`src/rtl/rom_uart_dump.sv`:
```
// Streams ROM[ADDR_FIRST..ADDR_LAST] out of a UART, one 8N1 frame per byte (8E1 when
// ROM_UART_DUMP_PARITY_EN is defined). FSM state is exported on state_dbg.
module rom_uart_dump #(
  parameter int BAUD_DIV   = 217,
  parameter int ADDR_FIRST = 0,
  parameter int ADDR_LAST  = 31
) (
  input  logic       clk,
  input  logic       rst_n,
  input  logic       start,
  output logic [4:0] rom_addr,
  input  logic [7:0] rom_data,
  output logic       uart_tx,
  output logic       busy,
  output logic       done,
  output logic [2:0] state_dbg
);

  // Handshake: start is a one-cycle request sampled only in IDLE (ignored while busy,
  // never queued); done is a one-cycle pulse in the same cycle busy falls.

  typedef enum logic [2:0] {
    S_IDLE   = 3'd0,
    S_ADDR   = 3'd1,
    S_WAIT   = 3'd2,
    S_LATCH  = 3'd3,
    S_START  = 3'd4,
    S_DATA   = 3'd5,
`ifdef ROM_UART_DUMP_PARITY_EN
    S_PARITY = 3'd6,
`endif
    S_STOP   = 3'd7
  } state_t;

  localparam logic [9:0] BAUD_LAST = 10'(BAUD_DIV - 1);
  localparam logic [4:0] A_FIRST   = 5'(ADDR_FIRST);
  localparam logic [4:0] A_LAST    = 5'(ADDR_LAST);

  state_t     state, state_d;
  logic [9:0] baud_cnt, baud_cnt_d;
  logic [2:0] bit_idx, bit_idx_d;
  logic [7:0] shreg, shreg_d;
  logic [4:0] rom_addr_d;
  logic       tx_d, busy_d, done_d;
  logic       bit_end;
`ifdef ROM_UART_DUMP_PARITY_EN
  logic       parity, parity_d;
`endif

  assign bit_end   = (baud_cnt == BAUD_LAST);
  assign state_dbg = state;

  always_ff @(posedge clk or negedge rst_n) begin
    if (!rst_n) begin
      state    <= S_IDLE;
      baud_cnt <= '0;
      bit_idx  <= '0;
      shreg    <= '0;
      rom_addr <= '0;
      uart_tx  <= 1'b1;
      busy     <= 1'b0;
      done     <= 1'b0;
`ifdef ROM_UART_DUMP_PARITY_EN
      parity   <= 1'b0;
`endif
    end else begin
      state    <= state_d;
      baud_cnt <= baud_cnt_d;
      bit_idx  <= bit_idx_d;
      shreg    <= shreg_d;
      rom_addr <= rom_addr_d;
      uart_tx  <= tx_d;
      busy     <= busy_d;
      done     <= done_d;
`ifdef ROM_UART_DUMP_PARITY_EN
      parity   <= parity_d;
`endif
    end
  end

  always_comb begin
    state_d    = state;
    baud_cnt_d = '0;
    bit_idx_d  = bit_idx;
    shreg_d    = shreg;
    rom_addr_d = rom_addr;
    busy_d     = busy;
    done_d     = 1'b0;
    tx_d       = 1'b1;
`ifdef ROM_UART_DUMP_PARITY_EN
    parity_d   = parity;
`endif

    // Baud counter runs only inside a frame and wraps at each bit boundary.
    if (state == S_START || state == S_DATA || state == S_STOP
`ifdef ROM_UART_DUMP_PARITY_EN
        || state == S_PARITY
`endif
       ) begin
      baud_cnt_d = bit_end ? '0 : baud_cnt + 10'd1;
    end

    case (state)
      S_IDLE: begin
        if (start) begin
          state_d    = S_ADDR;
          rom_addr_d = A_FIRST;
          busy_d     = 1'b1;
        end
      end
      S_ADDR:  state_d = S_WAIT;
      S_WAIT:  state_d = S_LATCH;
      S_LATCH: begin
        // Two edges have passed since rom_addr moved, so the ROM q is now valid.
        shreg_d   = rom_data;
        bit_idx_d = '0;
        state_d   = S_START;
`ifdef ROM_UART_DUMP_PARITY_EN
        parity_d  = ^rom_data;
`endif
      end
      S_START: begin
        if (bit_end) state_d = S_DATA;
      end
      S_DATA: begin
        if (bit_end) begin
          if (bit_idx == 3'd7) begin
`ifdef ROM_UART_DUMP_PARITY_EN
            state_d = S_PARITY;
`else
            state_d = S_STOP;
`endif
          end else begin
            bit_idx_d = bit_idx + 3'd1;
            shreg_d   = {1'b0, shreg[7:1]};
          end
        end
      end
`ifdef ROM_UART_DUMP_PARITY_EN
      S_PARITY: begin
        if (bit_end) state_d = S_STOP;
      end
`endif
      S_STOP: begin
        if (bit_end) begin
          if (rom_addr != A_LAST) begin
            rom_addr_d = rom_addr + 5'd1;
            state_d    = S_ADDR;
          end else begin
            state_d = S_IDLE;
            busy_d  = 1'b0;
            done_d  = 1'b1;
          end
        end
      end
      default: state_d = S_IDLE;
    endcase

    // uart_tx is registered from the next state so the line lines up with the FSM.
    case (state_d)
      S_START:  tx_d = 1'b0;
      S_DATA:   tx_d = shreg_d[0];
`ifdef ROM_UART_DUMP_PARITY_EN
      S_PARITY: tx_d = parity_d;
`endif
      default:  tx_d = 1'b1;
    endcase
  end

endmodule

```
`config.mk`:
```
export PLATFORM = sky130hd
export DESIGN_NAME = rom_uart_dump
export DESIGN_NICKNAME = d
export VERILOG_FILES = /design/src/rtl/rom_uart_dump.sv
export SDC_FILE = /design/constraint.sdc
export NUM_CORES = 1
export LEC_CHECK = 0
export ABC_CLOCK_PERIOD_IN_PS = 4540
export CORE_ASPECT_RATIO = 0.9
export CORE_MARGIN = 3
export CORE_UTILIZATION = 45
export CTS_CLUSTER_SIZE = 28
export DETAILED_ROUTE_END_ITERATION = 16
export PLACE_DENSITY = 0.73
export SYNTH_ARGS = -nofsm -noshare
export SYNTH_HDL_FRONTEND = slang
export SYNTH_SLANG_ARGS = --single-unit
```
`constraint.sdc`:
```
create_clock -name clk -period 4.54 [get_ports clk]
set_clock_uncertainty 0.15 [all_clocks]
set_input_delay 0.454 -clock clk [delete_from_list [all_inputs] [get_ports clk]]
set_output_delay 0.454 -clock clk [all_outputs]
set_load 0.03 [all_outputs]
```
==> reports/results.tsv, run 1 <==
stage	metric	value	unit
run_status	status	complete, no violations	
die	die_x	69.3	um
yosys	netlist_area	1620	sq um
critical_path	crit_type	flip-flop to flip-flop	
timing	finalSetupViolCount	0	
power_and_ir_drop	power.switching	0.336	mW
timing	slew_headroom	29.2	%
grt	grt_overflow	0	
die	rows	20	
cts	clkLatencyLatePin	0.29	ns
grt	grt_pass1_vias	1172	
layout	fill_cells	275	
yosys	synth-async-reset-ratio	100	%
layout	antenna_cells	0	
cts	clk_pin_slew	0.06	ns
yosys	synthTopCellsByCount	31 x dfrtp_1, 18 x nor2_1, 10 x nand2_1	
yosys	synth_ff_type	dfrtp_1	
critical_path	cp.required	4.58	ns
drt	drcViolationCount	0	
placement	preCtsSetupSlack	1.68	ns
timing	slew_violations	0	
drt	routedWlPerCell	13.8	um
die	dieArea	4370	sq um
cts	htree_levels	2	
grt	track_usage	15.5	%
layout	final_layout_size_suffix_gt1_share	7.14	%
layout	area_growth	20.9	%
placement	place.gp.congestion	0.818	
die	core_area	3430	sq um
placement	numPortBuffers	21	
power_and_ir_drop	powerDensity	484	nW/um^2
yosys	yosysTopAreaCell	dfrtp_1	
power_and_ir_drop	p_seq_share	46.1	%
power_and_ir_drop	combPwrFrac	30.7	%
layout	multiInputGateArea	776	sq um
power_and_ir_drop	clockPowerShare	23.2	%
timing	fin_crit	2.74	ns
yosys	avgSynthCellArea	10.3	sq um
power_and_ir_drop	peakVddDrop	0.000225	V
worst_hold_path	min-delay-path-class	flip-flop to flip-flop	
drt	wirelength	3110	um
yosys	ys_seq_area_share	49.4	%
cts	post_cts_resized	0	
die	num_io_pins	22	
yosys	syn-instance-count	158	
grt	grt_pass1_wl	5360	um
layout	finalNonFillerCells	226	
drt	drt-initial-drc-count	78	
timing	rsz0062_at_grt	no	
power_and_ir_drop	intPower	0.614	mW
layout	fin_area	1960	sq um
flow_run	drv_cap	0	
layout	seq_area	802	sq um
power_and_ir_drop	leakagePower	0.879	nW
drt	vias	1256	
yosys	ys_top_cells_by_area	dfrtp_1 48%, ha_1 4.6%, nor2_1 4.2%, a22o_1 3.2%, xor2_1 3.2%	
cts	cts_setup_buffers	0	
yosys	synth.distinct_cells	42	
critical_path	cp-start-kind	flip-flop	
layout	final_core_util	57.3	%
timing	post-route-period-util	60.2	%
drt	antenna_left	0	
grt	antenna_found_initial	0	
yosys	synth_top_area_share	47.8	%
drt	drt-pass1-iter-count	4	
timing	hold_viol	0	
cts	tritoncts	yes	
timing	fin_ws	1.80	ns
critical_path	worstSetupEndpointType	flip-flop	
drt	avgViaCountPerCell	5.56	
yosys	syn_nets	175	
yosys	ys_ff_latch	32	
yosys	synth_warnings	0	
placement	dp_hpwl	2200	um
die	die_y	63.0	um
yosys	yosysMostFrequentCell	dfrtp_1	
critical_path	crit_fanout	14	
critical_path	arrival	2.77	ns
cts	numCtsBuffers	5	
timing	timing.fmax	366	MHz
timing	tns	0	ns
cts	cts_root_buffer	clkbuf_8	
cts	cts.hold.buffers_added	0	
placement	dp_cells	218	
die	initial_core_util	47.4	%
grt	grt_max_degree	33	
layout	nNetsFinal	198	
cts	clk_path_buf_depth	2	
cts	cts_sinks	32	
placement	place_area	1870	sq um
timing	tightest_slew	1.05	ns
yosys	synth_edf_count	0	
power_and_ir_drop	swShare	35.4	%
## worst paths after layout
check                           startpoint  depth (start not counted)     endpoint  slack [ns]
worst max-delay path            bit_idx[0]                          6      uart_tx        1.80
worst min-delay path              shreg[5]                          1     shreg[5]        0.32
worst max register to register  bit_idx[0]                          6      uart_tx        1.80
worst min register to register    shreg[5]                          1     shreg[5]        0.32
max in group asynchronous            rst_n                          2      uart_tx        3.50
min in group asynchronous            rst_n                          2  rom_addr[1]        0.42
## cells by family after synthesis
group                    synth area share (%)
AND/OR/NAND/NOR                          20.2
adder cells (fa/ha/maj)                  4.62
XOR/XNOR                                 4.31
flip-flops                               49.4
buffers and inverters                    2.85
AO/OA/AOI/OAI                            16.0
multiplexers                             2.62
## through the flow
step	hold slack (ns)	power, mW
3_3_place_gp	0.310	0.722
4_1_cts	0.331	0.962
5_1_grt	0.344	1.02
3_5_place_dp	0.317	0.734
6_report	0.323	0.950
2_1_floorplan	0.00841	0.635
## layout make-up
| class | count | share of cell area (%) |
|---|---|---|
| Clock buffer | 8 | 4.59 |
| Timing Repair Buffer | 22 | 11.1 |
| Sequential cell | 32 | 40.9 |
| Tap cell | 44 | 2.80 |
| Inverter | 6 | 1.15 |
| Multi-Input combinational cell | 114 | 39.5 |
## cell usage in the layout, fill, tap and decap left out, drive strengths merged, types with 2 or more instances in the layout
cell           count
xnor2              2
a22o               6
a21oi              6
mux2i              2
and3               4
o31ai              2
nand3              6
nand2             10
inv                6
or3                2
mux2               2
a22oi              2
o2bb2ai            4
clkbuf             8
o21ai              5
dfrtp             31
nor3               2
xor2               6
nand4              3
ha                 6
nor2              18
clkdlybuf4s50     21
or4                2
a21o               6
nand2b             3
## power groups by stage
stage | registers, mW | logic, mW | clock network [mW]
final | 0.438 | 0.292 | 0.220
after global routing | 0.452 | 0.322 | 0.243
after CTS | 0.437 | 0.295 | 0.230
after detailed placement | 0.442 | 0.292 | 0
after global placement | 0.434 | 0.288 | 0
after floorplan | 0.440 | 0.194 | 0
## state kept, by name, indices dropped and copies added, names as in the netlist
register	count
rom_addr	5
uart_tx	1
busy	1
done	1
state_dbg	3
bit_idx	3
shreg	8
baud_cnt	10
## critical path: stages (launching register included)
cell and delay, ns:
dfrtp_1 0.38, ha_1 0.20, ha_1 0.20, nand4bb_1 0.21, nor4_2 0.81, mux2_2 0.43, o32ai_1 0.25
## per-layer routing
| layer | wire, um | global-route usage [%] | up-vias |
|---|---|---|---|
| li1 | - | - | 616 |
| met1 | 1460 | 19.9 | 614 |
| met2 | 1450 | 23.6 | 18 |
| met3 | 130 | 4.66 | 8 |
| met4 | 72 | 8.05 | 0 |
| met5 | 0 | 0 | - |
Power figures use the tool's default switching activity.
==> run 2, diff against run 1 <==
--- a/config.mk
+++ b/config.mk
@@ -5,7 +5,7 @@
 export SDC_FILE = /design/constraint.sdc
 export NUM_CORES = 1
 export LEC_CHECK = 0
-export ABC_CLOCK_PERIOD_IN_PS = 4540
+export ABC_CLOCK_PERIOD_IN_PS = 2700
 export CORE_ASPECT_RATIO = 0.9
 export CORE_MARGIN = 3
 export CORE_UTILIZATION = 45
==> constraint.sdc (replaced) <==
create_clock -name clk -period 2.7 [get_ports clk]
set_clock_uncertainty 0.15 [all_clocks]
set_input_delay 0.27 -clock clk [delete_from_list [all_inputs] [get_ports clk]]
set_output_delay 0.27 -clock clk [all_outputs]
set_load 0.03 [all_outputs]
==> run 2 against run 1 <==
Final area increased by 0.70%; utilization grew 0.40 points; final cell count rose by 1.3%; critical path depth unchanged; combinational power grew 70%; wire length stayed put; clock-buffer cell count is 1 lower; clock power is 55% higher; die area did not move; largest power group unchanged.
==> reports/results.tsv, run 2 (synthesis results as in run 1) <==
stage	metric	value	unit
critical_path	r2r_setup_slack	0.32	ns
critical_path	crit_fanout	10	
run_status	status	complete, no violations	
grt	grt_max_degree	33	
cts	cts_setup_buffers	0	
flow_run	drv_cap	0	
critical_path	endpoint	rom_addr[3]	
timing	slew_headroom	62.0	%
die	initial_core_util	47.4	%
timing	whs	0.231	ns
cts	cts_sinks	32	
timing	finalSetupViolCount	0	
critical_path	r2r_cells	6	
layout	final_layout_size_suffix_gt1_share	8.65	%
layout	nNetsFinal	201	
layout	area_growth	21.7	%
critical_path	reg2reg_from	baud_cnt[0]	
critical_path	crit_path_start	baud_cnt[0]	
critical_path	cp.required	2.76	ns
critical_path	critical-path-slowest-cell	or3_1	
grt	grt_overflow	0	
grt	grt_pass1_vias	1262	
timing	fin_ws	0.321	ns
cts	clkLatencyLatePin	0.28	ns
placement	dp_cells	221	
layout	reg_top3	baud_cnt (10), shreg (8), rom_addr (5)	
power_and_ir_drop	peakVddDrop	0.000337	V
placement	preCtsSetupSlack	0.337	ns
die	die_y	63.0	um
layout	layout_commonest_cell	dfrtp_1	
placement	place.gp.congestion	0.785	
drt	vias	1275	
grt	track_usage	16.3	%
layout	antenna_cells	0	
timing	fin_crit	2.38	ns
critical_path	path_cells	inv_1, ha_1, nand4b_1, or3_1, or4_1, a21oi_1	
cts	clk_pin_slew	0.06	ns
drt	drcViolationCount	0	
drt	routedWlPerCell	13.6	um
timing	hold_viol	0	
layout	finalNonFillerCells	229	
drt	antenna_left	0	
drt	wirelength	3110	um
critical_path	arrival	2.44	ns
timing	post-route-period-util	88.1	%
placement	numPortBuffers	21	
timing	slew_violations	0	
critical_path	worstSetupEndpointType	flip-flop	
cts	numCtsBuffers	5	
power_and_ir_drop	leakagePower	0.892	nW
die	rows	20	
die	die_x	69.3	um
worst_hold_path	min-delay-path-class	input port to async pin	
drt	drt-initial-drc-count	66	
die	num_io_pins	22	
critical_path	r2r-end	rom_addr[3]	
critical_path	crit_type	flip-flop to flip-flop	
timing	timing.fmax	420	MHz
cts	tritoncts	yes	
timing	tightest_slew	0.563	ns
layout	top_register	baud_cnt	
timing	rsz0062_at_grt	no	
grt	antenna_found_initial	0	
critical_path	worst_path_largest_cell_delay	0.56	ns
cts	clk_path_buf_depth	2	
critical_path	cp-start-kind	flip-flop	
drt	avgViaCountPerCell	5.57	
layout	fill_cells	295	
drt	drt-pass1-iter-count	4	
cts	post_cts_resized	0	
layout	mostFrequentLayoutCells	31 x dfrtp_1, 21 x clkdlybuf4s50_1, 18 x nor2_1	
cts	cts_root_buffer	clkbuf_8	
layout	largest_reg_flops	10	
placement	dp_hpwl	2310	um
power_and_ir_drop	powerDensity	795	nW/um^2
cts	cts.hold.buffers_added	0	
cts	htree_levels	2	
timing	tns	0	ns
grt	grt_pass1_wl	5580	um
die	core_area	3430	sq um
die	dieArea	4370	sq um
## run 2: changes by cell type in the layout (fill, tap and decap cells not counted), sizes merged
cell and delta:
buf +3, clkbuf -1, clkinv +1
## run 2: per-layer routing
metal,GRT usage (%),up-vias,routed length (um)
met5,0,-,0
met4,5.85,0,51
met2,26.0,20,1550
li1,-,624,-
met3,6.59,8,144
met1,19.9,623,1360
## run 2: per-stage QoR
stage          instance area, sq um  total power [mW]  utilization (%)
3_3_place_gp                   1900              1.22             55.3
6_report                       1980              1.57             57.7
2_1_floorplan                  1620              1.07                -
5_1_grt                        1980              1.70             57.7
4_1_cts                        1980              1.59             57.7
3_5_place_dp                   1900              1.24             55.3
## run 2: final cells by class
class	instances	area, sq um	share of cell area (%)
clock buffers	7	76.3	3.86
clock inverters	1	5.00	0.253
inverters	6	22.5	1.14
multi-input cells	114	776	39.2
flip-flops and latches	32	802	40.6
well taps	44	55.1	2.78
repair buffers	25	240	12.2
## run 2: critical path, delay by kind of cell (launching register included)
kind | cells | cell delay, ns
AOI/OAI and AO/OA | 1 | 0.16
adders and majority gates | 1 | 0.14
buffers and inverters | 1 | 0.08
DFF | 1 | 0.44
and+or+nand+nor | 3 | 1.33
## run 2: worst min-delay path by stage
| stage | start | end | slack, ns | depth (start not counted) |
|---|---|---|---|---|
| floorplan | rst_n | baud_cnt[0] | -0.18 | 0 |
| global placement | shreg[3] | shreg[3] | 0.31 | 1 |
| detailed placement | shreg[5] | shreg[5] | 0.32 | 1 |
| CTS | rst_n | rom_addr[2] | 0.24 | 2 |
| global route | rst_n | rom_addr[2] | 0.27 | 2 |
| finish | rst_n | rom_addr[2] | 0.23 | 2 |
## run 2: power by group
part | switching [mW] | total, mW | internal [mW]
logic | 0.267 | 0.495 | 0.228
clock network | 0.160 | 0.341 | 0.180
registers | 0.139 | 0.735 | 0.596
total | 0.566 | 1.57 | 1.00
==> run 3, diff against run 2 <==
==> config.mk (replaced) <==
export PLATFORM = sky130hd
export DESIGN_NAME = rom_uart_dump
export DESIGN_NICKNAME = d
export VERILOG_FILES = /design/src/rtl/rom_uart_dump.sv
export SDC_FILE = /design/constraint.sdc
export NUM_CORES = 1
export LEC_CHECK = 0
export ABC_CLOCK_PERIOD_IN_PS = 2090
export CORE_MARGIN = 3
export CORE_UTILIZATION = 45
export CTS_CLUSTER_SIZE = 28
export DETAILED_ROUTE_END_ITERATION = 16
export PLACE_DENSITY = 0.76
export SYNTH_ARGS = -nofsm -noshare
export SYNTH_HDL_FRONTEND = slang
export SYNTH_SLANG_ARGS = --single-unit
==> constraint.sdc (replaced) <==
create_clock -name clk -period 2.09 [get_ports clk]
set_clock_uncertainty 0.15 [all_clocks]
set_input_delay 0.209 -clock clk [delete_from_list [all_inputs] [get_ports clk]]
set_output_delay 0.209 -clock clk [all_outputs]
set_load 0.03 [all_outputs]
==> run 3 against run 2 <==
Register-to-register slack lost 0.29 ns; global-route usage grew 1.2 points; via count grew 7.5%; non-clock buffer count grew 20; utilization grew 6.7 points; wire length grew 14%; setup slack lost 0.29 ns; largest cell class is now multi-input gates; highest routed layer unchanged.
==> reports/results.tsv, run 3 (synthesis results as in run 1) <==
stage	metric	value	unit
critical_path	worstSetupEndpointType	flip-flop	
timing	rsz0062_at_grt	yes	
layout	final_layout_size_suffix_gt1_share	23.9	%
grt	grt_max_degree	33	
layout	layout_commonest_cell	dfrtp_1	
die	die_x	66.1	um
timing	finalSetupViolCount	0	
critical_path	arrival	2.17	ns
critical_path	r2r_cells	6	
placement	numPortBuffers	21	
layout	fin_area	2200	sq um
grt	grt_pass1_vias	1348	
placement	place_area	2060	sq um
critical_path	crit_type	flip-flop to flip-flop	
timing	hold_viol	0	
die	dieArea	4370	sq um
grt	grt_pass1_wl	5820	um
timing	fin_crit	2.06	ns
die	core_area	3420	sq um
layout	mostFrequentLayoutCells	28 x dfrtp_1, 23 x buf_4, 21 x clkdlybuf4s50_1	
drt	drcViolationCount	0	
layout	antenna_cells	0	
flow_run	drv_cap	0	
critical_path	cp.required	2.20	ns
die	rows	21	
layout	area_growth	35.4	%
drt	drt-pass1-iter-count	4	
timing	slew_violations	0	
grt	antenna_found_initial	0	
die	num_io_pins	22	
timing	post-route-period-util	98.7	%
run_status	status	complete, no violations	
layout	nNetsFinal	221	
critical_path	crit_fanout	5	
timing	tightest_slew	0.528	ns
power_and_ir_drop	peakVddDrop	0.000436	V
die	die_y	66.1	um
timing	whs	0.120	ns
layout	largest_reg_flops	10	
cts	cts_root_buffer	clkbuf_4	
grt	track_usage	17.5	%
cts	tritoncts	yes	
power_and_ir_drop	leakagePower	1.00	nW
cts	cts_sinks	32	
drt	vias	1370	
drt	avgViaCountPerCell	5.46	
drt	drt-initial-drc-count	73	
critical_path	r2r_setup_slack	0.03	ns
timing	slew_headroom	64.3	%
placement	place.gp.congestion	0.814	
cts	numCtsBuffers	5	
critical_path	cp-start-kind	flip-flop	
timing	timing.fmax	485	MHz
cts	clkLatencyLatePin	0.33	ns
cts	clk_path_buf_depth	2	
cts	clk_pin_slew	0.10	ns
worst_hold_path	min-delay-path-class	input port to async pin	
drt	wirelength	3560	um
drt	antenna_left	0	
grt	grt_overflow	0	
die	initial_core_util	47.5	%
placement	dp_hpwl	2580	um
power_and_ir_drop	powerDensity	1040	nW/um^2
layout	reg_top3	baud_cnt (10), shreg (8), rom_addr (5)	
drt	routedWlPerCell	14.2	um
cts	htree_levels	2	
layout	top_register	baud_cnt	
layout	fill_cells	274	
run 3: worst max-delay path, stage by stage (launching register included):
cell and delay, ns:
dfrtp_2 0.41, ha_1 0.20, and3_1 0.18, ha_1 0.26, nand2b_4 0.18, or4_1 0.48, a21oi_1 0.13
run 3: worst paths after layout:
path,startpoint,to
max,rom_addr[0],rom_addr[3]
min in group clk,rom_data[7],shreg[7]
max in group asynchronous,rst_n,uart_tx
max reg2reg,rom_addr[0],rom_addr[3]
min reg2reg,shreg[3],shreg[3]
min,rst_n,baud_cnt[6]
run 3: layout make-up:
class                   count  area [sq um]  area share (%)
clock buffers               6          41.3            1.88
clock inverters             2          35.0            1.59
inverters                   6          22.5            1.02
multi-input cells         114           835            37.9
flip-flops and latches     32           806            36.6
well taps                  46          57.6            2.62
repair buffers             45           403            18.3
run 3: report_power, final:
part | leakage [nW] | switching (mW) | internal [mW]
clock network | 0.0422 | 0.206 | 0.251
logic | 0.546 | 0.500 | 0.457
registers | 0.414 | 0.100 | 0.772
run 3: per-stage QoR:
step | utilization (%) | total power [mW] | TNS [ns] | setup WS, ns | instances
final | 64.4 | 2.29 | 0 | 0.0273 | 251
after detailed placement | 60.4 | 1.77 | -0.384 | -0.131 | 242
after global routing | 64.4 | 2.42 | -0.0839 | -0.0452 | 251
after CTS | 63.0 | 2.23 | 0 | 0.00240 | 250
after floorplan | - | 1.38 | 0 | 0.00755 | 158
after global placement | 60.4 | 1.72 | -0.135 | -0.0519 | 242
run 3: layer usage:
metal,track usage [%],share of wire [%],vias up
met1,19.7,43,661
met5,0,0,-
met4,8.12,1.7,0
li1,-,-,664
met3,4.42,4.2,9
met2,30.7,51,36
run 3: what timing repair did:
action,CTS,global route
gates resized for setup,2,9
hold buffers,0,0
setup endpoints to repair,2,9
pin swaps,0,3
setup buffers,0,1
